<file path="src/rtl/fetch_ctrl.sv">
// Fetch-side pipeline control: stall bus generation, exception/eret flush
// redirect and branch redirect, holding either redirect until fetch can accept it.
module fetch_ctrl #(
    parameter logic [31:0] EXC_VECTOR = 32'hbfc0_0380,
    parameter logic [31:0] ERET_CODE  = 32'h0000_000e
) (
    input  logic        clk,
    input  logic        rst,
    input  logic        stallreq_if,
    input  logic        stallreq_id,
    input  logic        stallreq_ex,
    input  logic        stallreq_mem,
    input  logic [31:0] excepttype_i,
    input  logic [31:0] cp0_epc_i,
    input  logic        branch_e,
    input  logic [31:0] branch_target_addr,
    output logic [5:0]  stall,
    output logic        flush,
    output logic [31:0] new_pc,
    output logic        branch_e_o,
    output logic [31:0] branch_target_o
);

    typedef enum logic [1:0] {IDLE, BR_PEND, FL_PEND} state_t;

    state_t      state_q, state_d;
    logic [31:0] npc_q, npc_d;
    logic [31:0] bt_q, bt_d;

    logic [5:0]  stall_raw;
    logic        exc;
    logic [31:0] exc_pc;
    logic        flush_c;
    logic [31:0] newpc_c;
    logic        br_c;
    logic [31:0] bt_c;

    always_comb begin
        if (stallreq_mem)      stall_raw = 6'b011111;
        else if (stallreq_ex)  stall_raw = 6'b001111;
        else if (stallreq_id)  stall_raw = 6'b000111;
        else if (stallreq_if)  stall_raw = 6'b000011;
        else                   stall_raw = 6'b000000;
    end

    assign exc    = (excepttype_i != 32'h0);
    assign exc_pc = (excepttype_i == ERET_CODE) ? cp0_epc_i : EXC_VECTOR;

    always_comb begin
        state_d = state_q;
        npc_d   = npc_q;
        bt_d    = bt_q;
        flush_c = 1'b0;
        newpc_c = 32'h0;
        br_c    = 1'b0;
        bt_c    = 32'h0;
        case (state_q)
            IDLE, BR_PEND: begin
                if (exc) begin
                    // An exception squashes any pending branch; hold the
                    // redirect if fetch cannot take it this cycle.
                    flush_c = 1'b1;
                    newpc_c = exc_pc;
                    bt_d    = 32'h0;
                    if (stallreq_if) begin
                        npc_d   = exc_pc;
                        state_d = FL_PEND;
                    end else begin
                        state_d = IDLE;
                    end
                end else if (state_q == BR_PEND) begin
                    br_c = 1'b1;
                    bt_c = branch_e ? branch_target_addr : bt_q;
                    if (branch_e) bt_d = branch_target_addr;
                    if (!stall_raw[0]) state_d = IDLE;
                end else if (branch_e) begin
                    if (!stall_raw[0]) begin
                        br_c = 1'b1;
                        bt_c = branch_target_addr;
                    end else begin
                        bt_d    = branch_target_addr;
                        state_d = BR_PEND;
                    end
                end
            end
            FL_PEND: begin
                flush_c = 1'b1;
                if (exc) begin
                    newpc_c = exc_pc;
                    npc_d   = exc_pc;
                end else begin
                    newpc_c = npc_q;
                end
                if (!stallreq_if) state_d = IDLE;
            end
            default: state_d = IDLE;
        endcase
    end

    always_comb begin
        stall           = 6'b000000;
        flush           = 1'b0;
        new_pc          = 32'h0;
        branch_e_o      = 1'b0;
        branch_target_o = 32'h0;
        if (!rst) begin
            stall           = flush_c ? 6'b000000 : stall_raw;
            flush           = flush_c;
            new_pc          = newpc_c;
            branch_e_o      = br_c;
            branch_target_o = bt_c;
        end
    end

    always_ff @(posedge clk) begin
        if (rst) begin
            state_q <= IDLE;
            npc_q   <= 32'h0;
            bt_q    <= 32'h0;
        end else begin
            state_q <= state_d;
            npc_q   <= npc_d;
            bt_q    <= bt_d;
        end
    end

endmodule
</file>
<file path="config.mk">
export PLATFORM = sky130hd
export DESIGN_NAME = fetch_ctrl
export DESIGN_NICKNAME = d
export VERILOG_FILES = /design/src/rtl/fetch_ctrl.sv
export SDC_FILE = /design/constraint.sdc
export NUM_CORES = 1
export LEC_CHECK = 0
export BUFFER_PORTS_ARGS = -buffer_cell sky130_fd_sc_hd__buf_2
export CELL_PAD_IN_SITES_DETAIL_PLACEMENT = 0
export CELL_PAD_IN_SITES_GLOBAL_PLACEMENT = 1
export CORE_MARGIN = 2
export CORE_UTILIZATION = 38
export CTS_BUF_LIST = sky130_fd_sc_hd__clkbuf_4 sky130_fd_sc_hd__clkbuf_8
export DETAILED_ROUTE_END_ITERATION = 7
export HOLD_SLACK_MARGIN = 0.02
export PLACE_DENSITY = 0.86
export SYNTH_ARGS = -nofsm -noshare
export SYNTH_HDL_FRONTEND = slang
export SYNTH_SLANG_ARGS = --single-unit
export TNS_END_PERCENT = 1
</file>
<file path="constraint.sdc">
create_clock -name clk -period 2.9 [get_ports clk]
set_clock_uncertainty 0.2 [all_clocks]
set_input_delay 0.145 -clock clk [delete_from_list [all_inputs] [get_ports clk]]
set_output_delay 0.145 -clock clk [all_outputs]
set_load 0.01 [all_outputs]
</file>
==> impl_metrics.tcl, run 1 <==
set metrics [dict create \
    outcome "complete, no violations" \
    fill_cell_count 1097 \
    cp_slowest_cell "sky130_fd_sc_hd__dfxtp_1" \
    synthDominantCellAreaShare 0.3035 \
    cts_buffers 9 \
    cts-root-to-sink-buffers 2 \
    min_period_over_period 0.9316 \
    max_cap_violations 0 \
    syn_to_final_growth_pct 39.81 \
    fp-row-count 39 \
    slew-limit-headroom 0.4519 \
    multi_input_gate_area_mm2 0.002580 \
    synth_top_area_cells "sky130_fd_sc_hd__dfxtp_1 30%, sky130_fd_sc_hd__and3_1 9.5%, sky130_fd_sc_hd__nor3_1 7.0%" \
    power.total_mw 2.116 \
    timing.critical_path.cells "buf_4, nor2b_2, nand2_1, nor4_4, buf_4, a32o_1, buf_2" \
    timing_hold_violations_final 0 \
    placed_insts 838 \
    die_w_um 111.0 \
    grt-ovfl-total 0 \
    yosysWarningCount 0 \
    final-max-slew-violation-count 0 \
    synth_edf_count 0 \
    post_route_cells_drive_above_1_share 0.2940 \
    wl_per_cell_um 15.78 \
    vias 5231 \
    first_global_vias 5070 \
    sequential_fraction_of_the_synthesis_area 0.3035 \
    netSwitchingFraction 0.2600 \
    cellInternalPower_mw 1.566 \
    r2r_start "state_q[1]" \
    io_buffers 173 \
    detail_route.first_pass.iterations 4 \
    number_of_vias_per_cell 5.717 \
    worstSetupEndpointType "output port" \
    avgSynthCellArea_um2 7.623 \
    setup_viol_count_final 0 \
    cts_max_level 3 \
    diodes 0 \
    design.final.nets 871 \
    post_synthesis_net_count 674 \
    syn_inst 571 \
    cp_max_fo 19 \
    ys_ff_latch 66 \
    arrival_ns 2.36 \
    p_comb_frac 0.173 \
    cellPowerDensity_mw_per_mm2 347.6 \
    hp-start "cp0_epc_i[26]" \
    critical-path-max-stage-delay_ns 0.39 \
    synth-async-reset-ratio 0 \
    worst_setup_hold_path_clk_slew_ns 0.07 \
    power_frac_clock 0.386 \
    setup_total_negative_slack_ns 0 \
    cp-start-kind "flip-flop" \
    critical_path.startpoint "state_q[1]" \
    hp-class "input pin to flip-flop" \
    routed_wl_um 14440 \
    leakagePower_nw 2.848 \
    antenna_violating_nets_post_route 0 \
    tritoncts_sink_count 66 \
    place_congestion 0.8404 \
    cts_root_buf "sky130_fd_sc_hd__clkbuf_8" \
    clk_latency_ns 0.34 \
    switchingPower_uw 550.0 \
    initial_antenna_violation_count 0 \
    grt_pass1_wl_um 23570 \
    die_area_mm2 0.01233 \
    synth.largest_area_cell "sky130_fd_sc_hd__dfxtp_1" \
    worst_hold_slack_ns 0.02197 \
    top_level_ports 175 \
    grt_max_degree 65 \
    all_layer_global_routing_usage 0.2264 \
    postSynth.topFlopCell "sky130_fd_sc_hd__dfxtp_1" \
    floorplan.initialDensity 0.3845 \
    timing.critical_path.mode_cell "sky130_fd_sc_hd__buf_4" \
    critical_path_rt_ns 2.56 \
    drcViolationCount 0 \
    drt_first_iter_violations 452 \
    timing.final.crit_period_ns 2.702 \
    synth.cell_area_mm2 0.004353 \
    core_region_area_mm2 0.01132 \
    path_class "flip-flop to output port" \
    grt_setup_unrepaired "false" \
    ir_worst_vdd_mv 0.2019 \
    die_y_um 111.0 \
    tritoncts "yes" \
    seq_area_mm2 0.001321 \
    synth.lib_cells_used.distinct 44 \
    clock.fmax_mhz 370.2 \
    worst-slew-pin-transition_ns 0.8199 \
    final-instance-count-excl-fill 915 \
    detailed_place_hpwl_um 9649 \
    share_seq_of_total_power 0.442 \
    post_cts_setup_driven_buffer_insertion_count 0 \
]
==> stage by stage <==
| step | setup slack (ns) | utilization | instance area (um2) |
|---|---|---|---|
| global route | 0.09890 | 0.5376 | 6086 |
| finish | 0.1985 | 0.5376 | 6086 |
| detailed placement | 0.4511 | 0.4642 | 5255 |
| global placement | 0.5334 | 0.4642 | 5255 |
| CTS | 0.1379 | 0.5374 | 6083 |
| floorplan | 0.8414 | - | 4353 |
==> power by group through the flow <==
stage	clock network (mW)	registers [mW]	logic, mW
after floorplan	0	0.951	0.161
after CTS	0.833	0.934	0.362
final	0.816	0.935	0.365
after global placement	0	0.953	0.289
after detailed placement	0	0.954	0.296
after global routing	0.874	0.936	0.401
==> worst max-delay path, delay by kind of cell, from the launching register on <==
family | cells | cell delay [ns]
simple gates | 3 | 0.74
buf+inv | 3 | 0.68
flops | 1 | 0.39
compound gates | 1 | 0.20
==> Yosys cell counts, types with 2 or more instances <==
library cell and count:
sky130_fd_sc_hd__a21o_1 2, sky130_fd_sc_hd__a21oi_1 44, sky130_fd_sc_hd__a221oi_1 12, sky130_fd_sc_hd__a31o_2 2, sky130_fd_sc_hd__a32o_1 19, sky130_fd_sc_hd__a32oi_1 21, sky130_fd_sc_hd__a41oi_1 31, sky130_fd_sc_hd__and3_1 66
sky130_fd_sc_hd__and4_1 2, sky130_fd_sc_hd__buf_1 3, sky130_fd_sc_hd__buf_2 15, sky130_fd_sc_hd__buf_4 2, sky130_fd_sc_hd__buf_6 2, sky130_fd_sc_hd__clkbuf_1 46, sky130_fd_sc_hd__dfxtp_1 66, sky130_fd_sc_hd__inv_1 45
sky130_fd_sc_hd__nand2_1 4, sky130_fd_sc_hd__nor2_1 44, sky130_fd_sc_hd__nor2b_1 2, sky130_fd_sc_hd__nor3_1 61, sky130_fd_sc_hd__nor3b_1 2, sky130_fd_sc_hd__nor4_1 2, sky130_fd_sc_hd__nor4_2 3, sky130_fd_sc_hd__nor4_4 6
sky130_fd_sc_hd__o21ai_0 33, sky130_fd_sc_hd__o22ai_1 18
==> state kept, by name, summed over array words and instances, names as in the netlist <==
signal	cells
bt_q	32
npc_q	32
state_q	2
==> path summary, 6_finish.rpt <==
path | end | slack (ns) | cells after the start
worst max register to register | npc_q[8] | 0.61 | 5
worst min-delay path | npc_q[26] | 0.02 | 3
worst max-delay path | new_pc[17] | 0.20 | 7
worst min register to register | npc_q[7] | 0.27 | 2
==> final cells by class <==
type | count | share of cell area
inverter | 45 | 0.02775
sequential | 66 | 0.2171
timing repair buffer | 254 | 0.2677
tap | 143 | 0.02940
clock buffer | 13 | 0.02837
multi-input combinational | 392 | 0.4239
clock inverter | 2 | 0.005757
==> what timing repair did <==
action                                  CTS  global route
endpoints found under the setup margin    0             9
hold buffers                             62             0
resized for setup                         0             1
endpoints found under the hold margin    62             0
==> routing by layer <==
| metal | global-route usage | wire, um |
|---|---|---|
| met1 | 0.2788 | 6376 |
| met2 | 0.3984 | 7006 |
| met3 | 0.03390 | 772 |
| met4 | 0.08724 | 283 |
| met5 | 0 | 0 |
==> cell usage in the layout (no fill, tap or decap), types with 2 or more instances in the layout <==
cell type | Yosys | layout
sky130_fd_sc_hd__a21o_1 | 2 | 2
sky130_fd_sc_hd__a21oi_1 | 44 | 44
sky130_fd_sc_hd__a221oi_1 | 12 | 12
sky130_fd_sc_hd__a31o_2 | 2 | 2
sky130_fd_sc_hd__a32o_1 | 19 | 19
sky130_fd_sc_hd__a32oi_1 | 21 | 21
sky130_fd_sc_hd__a41oi_1 | 31 | 31
sky130_fd_sc_hd__and3_1 | 66 | 66
sky130_fd_sc_hd__and4_1 | 2 | 2
sky130_fd_sc_hd__buf_2 | 15 | 173
sky130_fd_sc_hd__buf_4 | 2 | 19
sky130_fd_sc_hd__clkbuf_8 | 0 | 12
sky130_fd_sc_hd__dfxtp_1 | 66 | 66
sky130_fd_sc_hd__dlygate4sd3_1 | 0 | 62
sky130_fd_sc_hd__inv_1 | 45 | 45
sky130_fd_sc_hd__nand2_1 | 4 | 4
sky130_fd_sc_hd__nor2_1 | 44 | 44
sky130_fd_sc_hd__nor3_1 | 61 | 61
sky130_fd_sc_hd__nor4_1 | 2 | 2
sky130_fd_sc_hd__nor4_2 | 3 | 3
sky130_fd_sc_hd__nor4_4 | 6 | 6
sky130_fd_sc_hd__o21ai_0 | 33 | 32
sky130_fd_sc_hd__o22ai_1 | 18 | 18
==> cell families (layout without fill, tap and decap cells) <==
logic type             Yosys count  count (layout)  share of synthesized area
DFF                             66              66                     0.3035
other                            1               1                  0.0008615
and+or+nand+nor                202             202                     0.2791
buffers and inverters          113             314                     0.1069
AOI/OAI and AO/OA              188             188                     0.3073
muxes                            1               1                   0.002300
No activity file was read; power rests on OpenSTA's default activity.
==> run 2, diff against run 1 <==
--- a/config.mk
+++ b/config.mk
@@ -8,12 +8,14 @@
 export BUFFER_PORTS_ARGS = -buffer_cell sky130_fd_sc_hd__buf_2
 export CELL_PAD_IN_SITES_DETAIL_PLACEMENT = 0
 export CELL_PAD_IN_SITES_GLOBAL_PLACEMENT = 1
+export CORE_ASPECT_RATIO = 1.5
 export CORE_MARGIN = 2
 export CORE_UTILIZATION = 38
 export CTS_BUF_LIST = sky130_fd_sc_hd__clkbuf_4 sky130_fd_sc_hd__clkbuf_8
 export DETAILED_ROUTE_END_ITERATION = 7
 export HOLD_SLACK_MARGIN = 0.02
 export PLACE_DENSITY = 0.86
+export SLEW_MARGIN = 20
 export SYNTH_ARGS = -nofsm -noshare
 export SYNTH_HDL_FRONTEND = slang
 export SYNTH_SLANG_ARGS = --single-unit
==> impl_metrics.tcl, run 2 (synthesis results as in run 1) <==
set metrics [dict create \
    die_w_um 91.39 \
    antenna_violating_nets_post_route 0 \
    slew-limit-headroom 0.4725 \
    die_area_mm2 0.01235 \
    power_frac_clock 0.421 \
    floorplan.initialDensity 0.3916 \
    final-max-slew-violation-count 0 \
    gr-usage-met1 0.2654 \
    largest_registers "bt_q (32), npc_q (32), state_q (2)" \
    place_congestion 0.8103 \
    ir_worst_vdd_mv 0.2693 \
    path_class "flip-flop to output port" \
    rr_worst_depth 4 \
    final_cell_mix "173 x sky130_fd_sc_hd__buf_2, 66 x sky130_fd_sc_hd__and3_1, 66 x sky130_fd_sc_hd__dfxtp_1" \
    design.final.nets 875 \
    leakagePower_nw 2.868 \
    die_y_um 135.1 \
    initial_antenna_violation_count 0 \
    grt-ovfl-total 0 \
    first_global_vias 4960 \
    io_buffers 173 \
    clk_latency_ns 0.34 \
    grt_pass1_wl_um 23160 \
    hold_depth 3 \
    all_layer_global_routing_usage 0.2237 \
    tritoncts_sink_count 66 \
    layout.cells.most_common "sky130_fd_sc_hd__buf_2" \
    grt_max_degree 65 \
    cellInternalPower_mw 1.666 \
    worst_setup_hold_path_clk_slew_ns 0.08 \
    min_period_over_period 0.8861 \
    cts_buffers 9 \
    clock.fmax_mhz 389.1 \
    drcViolationCount 0 \
    share_seq_of_total_power 0.416 \
    drt_first_iter_violations 221 \
    max_cap_violations 0 \
    detailed_place_hpwl_um 9384 \
    timing_hold_violations_final 0 \
    grt_setup_unrepaired "false" \
    fp-row-count 47 \
    switchingPower_uw 578.5 \
    arrival_ns 2.22 \
    worstSetupEndpointType "output port" \
    top_level_ports 175 \
    top_usage_layer "met2" \
    post_route_cells_drive_above_1_share 0.2947 \
    cts-root-to-sink-buffers 2 \
    power.total_mw 2.245 \
    core_region_area_mm2 0.01111 \
    critical-path-max-stage-delay_ns 0.40 \
    critical_path_rt_ns 2.56 \
    cts-resized-gates 0 \
    worst-slew-pin-transition_ns 0.7890 \
    setup_viol_count_final 0 \
    hp-class "input pin to flip-flop" \
    cellPowerDensity_mw_per_mm2 364.6 \
    cts_root_buf "sky130_fd_sc_hd__clkbuf_8" \
    timing.critical_path.cells "nor2b_1, nand2_1, nor4_4, buf_4, a32o_1, buf_2" \
    detail_route.first_pass.iterations 5 \
    timing.final.crit_period_ns 2.570 \
    p_comb_frac 0.163 \
    worst_hold_slack_ns 0.03650 \
    setup_total_negative_slack_ns 0 \
    diodes 0 \
    outcome "complete, no violations" \
    cp-start-kind "flip-flop" \
    routed_wl_um 14040 \
    fill_cell_count 1073 \
    tritoncts "yes" \
    number_of_vias_per_cell 5.556 \
    syn_to_final_growth_pct 41.45 \
    netSwitchingFraction 0.2577 \
    cp_max_fo 19 \
    wl_per_cell_um 15.19 \
    grt_util_met2 0.4048 \
    cp_slowest_cell "sky130_fd_sc_hd__dfxtp_1" \
    vias 5134 \
    met3_usage 0.03404 \
    post_cts_setup_driven_buffer_insertion_count 0 \
    cts_max_level 3 \
]
[run 2: cell count changes in the layout (fill, tap and decap cells not counted)]
cell,previous run,this run
sky130_fd_sc_hd__dlygate4sd3_1,62,64
sky130_fd_sc_hd__clkbuf_4,1,0
sky130_fd_sc_hd__bufinv_16,1,3
sky130_fd_sc_hd__clkbuf_8,12,9
sky130_fd_sc_hd__nor2b_1,1,2
sky130_fd_sc_hd__buf_4,19,21
sky130_fd_sc_hd__clkinvlp_4,0,3
sky130_fd_sc_hd__nor2b_2,1,0
[run 2: area by class of cell]
type / count / area (um2) / area share
Inverter: 45 / 168.9 / 0.02743
Timing Repair Buffer: 258 / 1664 / 0.2703
Clock buffer: 9 / 123.9 / 0.02012
Clock inverter: 7 / 117.6 / 0.01910
Sequential cell: 66 / 1321 / 0.2146
Multi-Input combinational cell: 392 / 2577 / 0.4186
Tap cell: 147 / 183.9 / 0.02987
[run 2: path summary, 6_finish.rpt]
path                 from        end  slack, ns
max            state_q[1]  new_pc[1]       0.33
min          cp0_epc_i[6]   npc_q[6]       0.04
max reg2reg    state_q[1]   npc_q[8]       0.70
min reg2reg     npc_q[23]  npc_q[23]       0.27
[run 2: routing by layer]
layer	routed length [um]	part of all wire	vias to the layer above
li1	-	-	2562
met1	5934	0.42	2387
met2	7206	0.51	164
met3	619	0.044	21
met4	277	0.020	0
met5	0	0	-
[run 2: critical path: cells and delay by family, from the launching register on]
family	cells	cell delay [ns]
AO/OA/AOI/OAI	1	0.19
AND/OR/NAND/NOR	3	0.85
flip-flops	1	0.40
buffers and inverters	2	0.43
[run 2: power groups by stage]
stage / clock (mW) / combinational (mW) / sequential, mW
after floorplan: 0 / 0.161 / 0.951
after global placement: 0 / 0.291 / 0.953
after detailed placement: 0 / 0.296 / 0.954
after CTS: 0.968 / 0.364 / 0.933
after global routing: 1.01 / 0.404 / 0.935
final: 0.945 / 0.366 / 0.933
[run 2: per-stage QoR]
step / area [um2] / setup WS [ns] / cells / utilization
floorplan: 4353 / 0.8414 / 571 / -
global placement: 5275 / 0.6442 / 844 / 0.4746
detailed placement: 5275 / 0.5726 / 844 / 0.4746
CTS: 6157 / 0.3081 / 924 / 0.5540
global route: 6157 / 0.1040 / 924 / 0.5540
finish: 6157 / 0.3302 / 924 / 0.5540
[run 2: timing repair]
item | in CTS | in global routing
hold buffers | 64 | 0
endpoints found under the hold margin | 64 | 0
endpoints found under the setup margin | 0 | 0
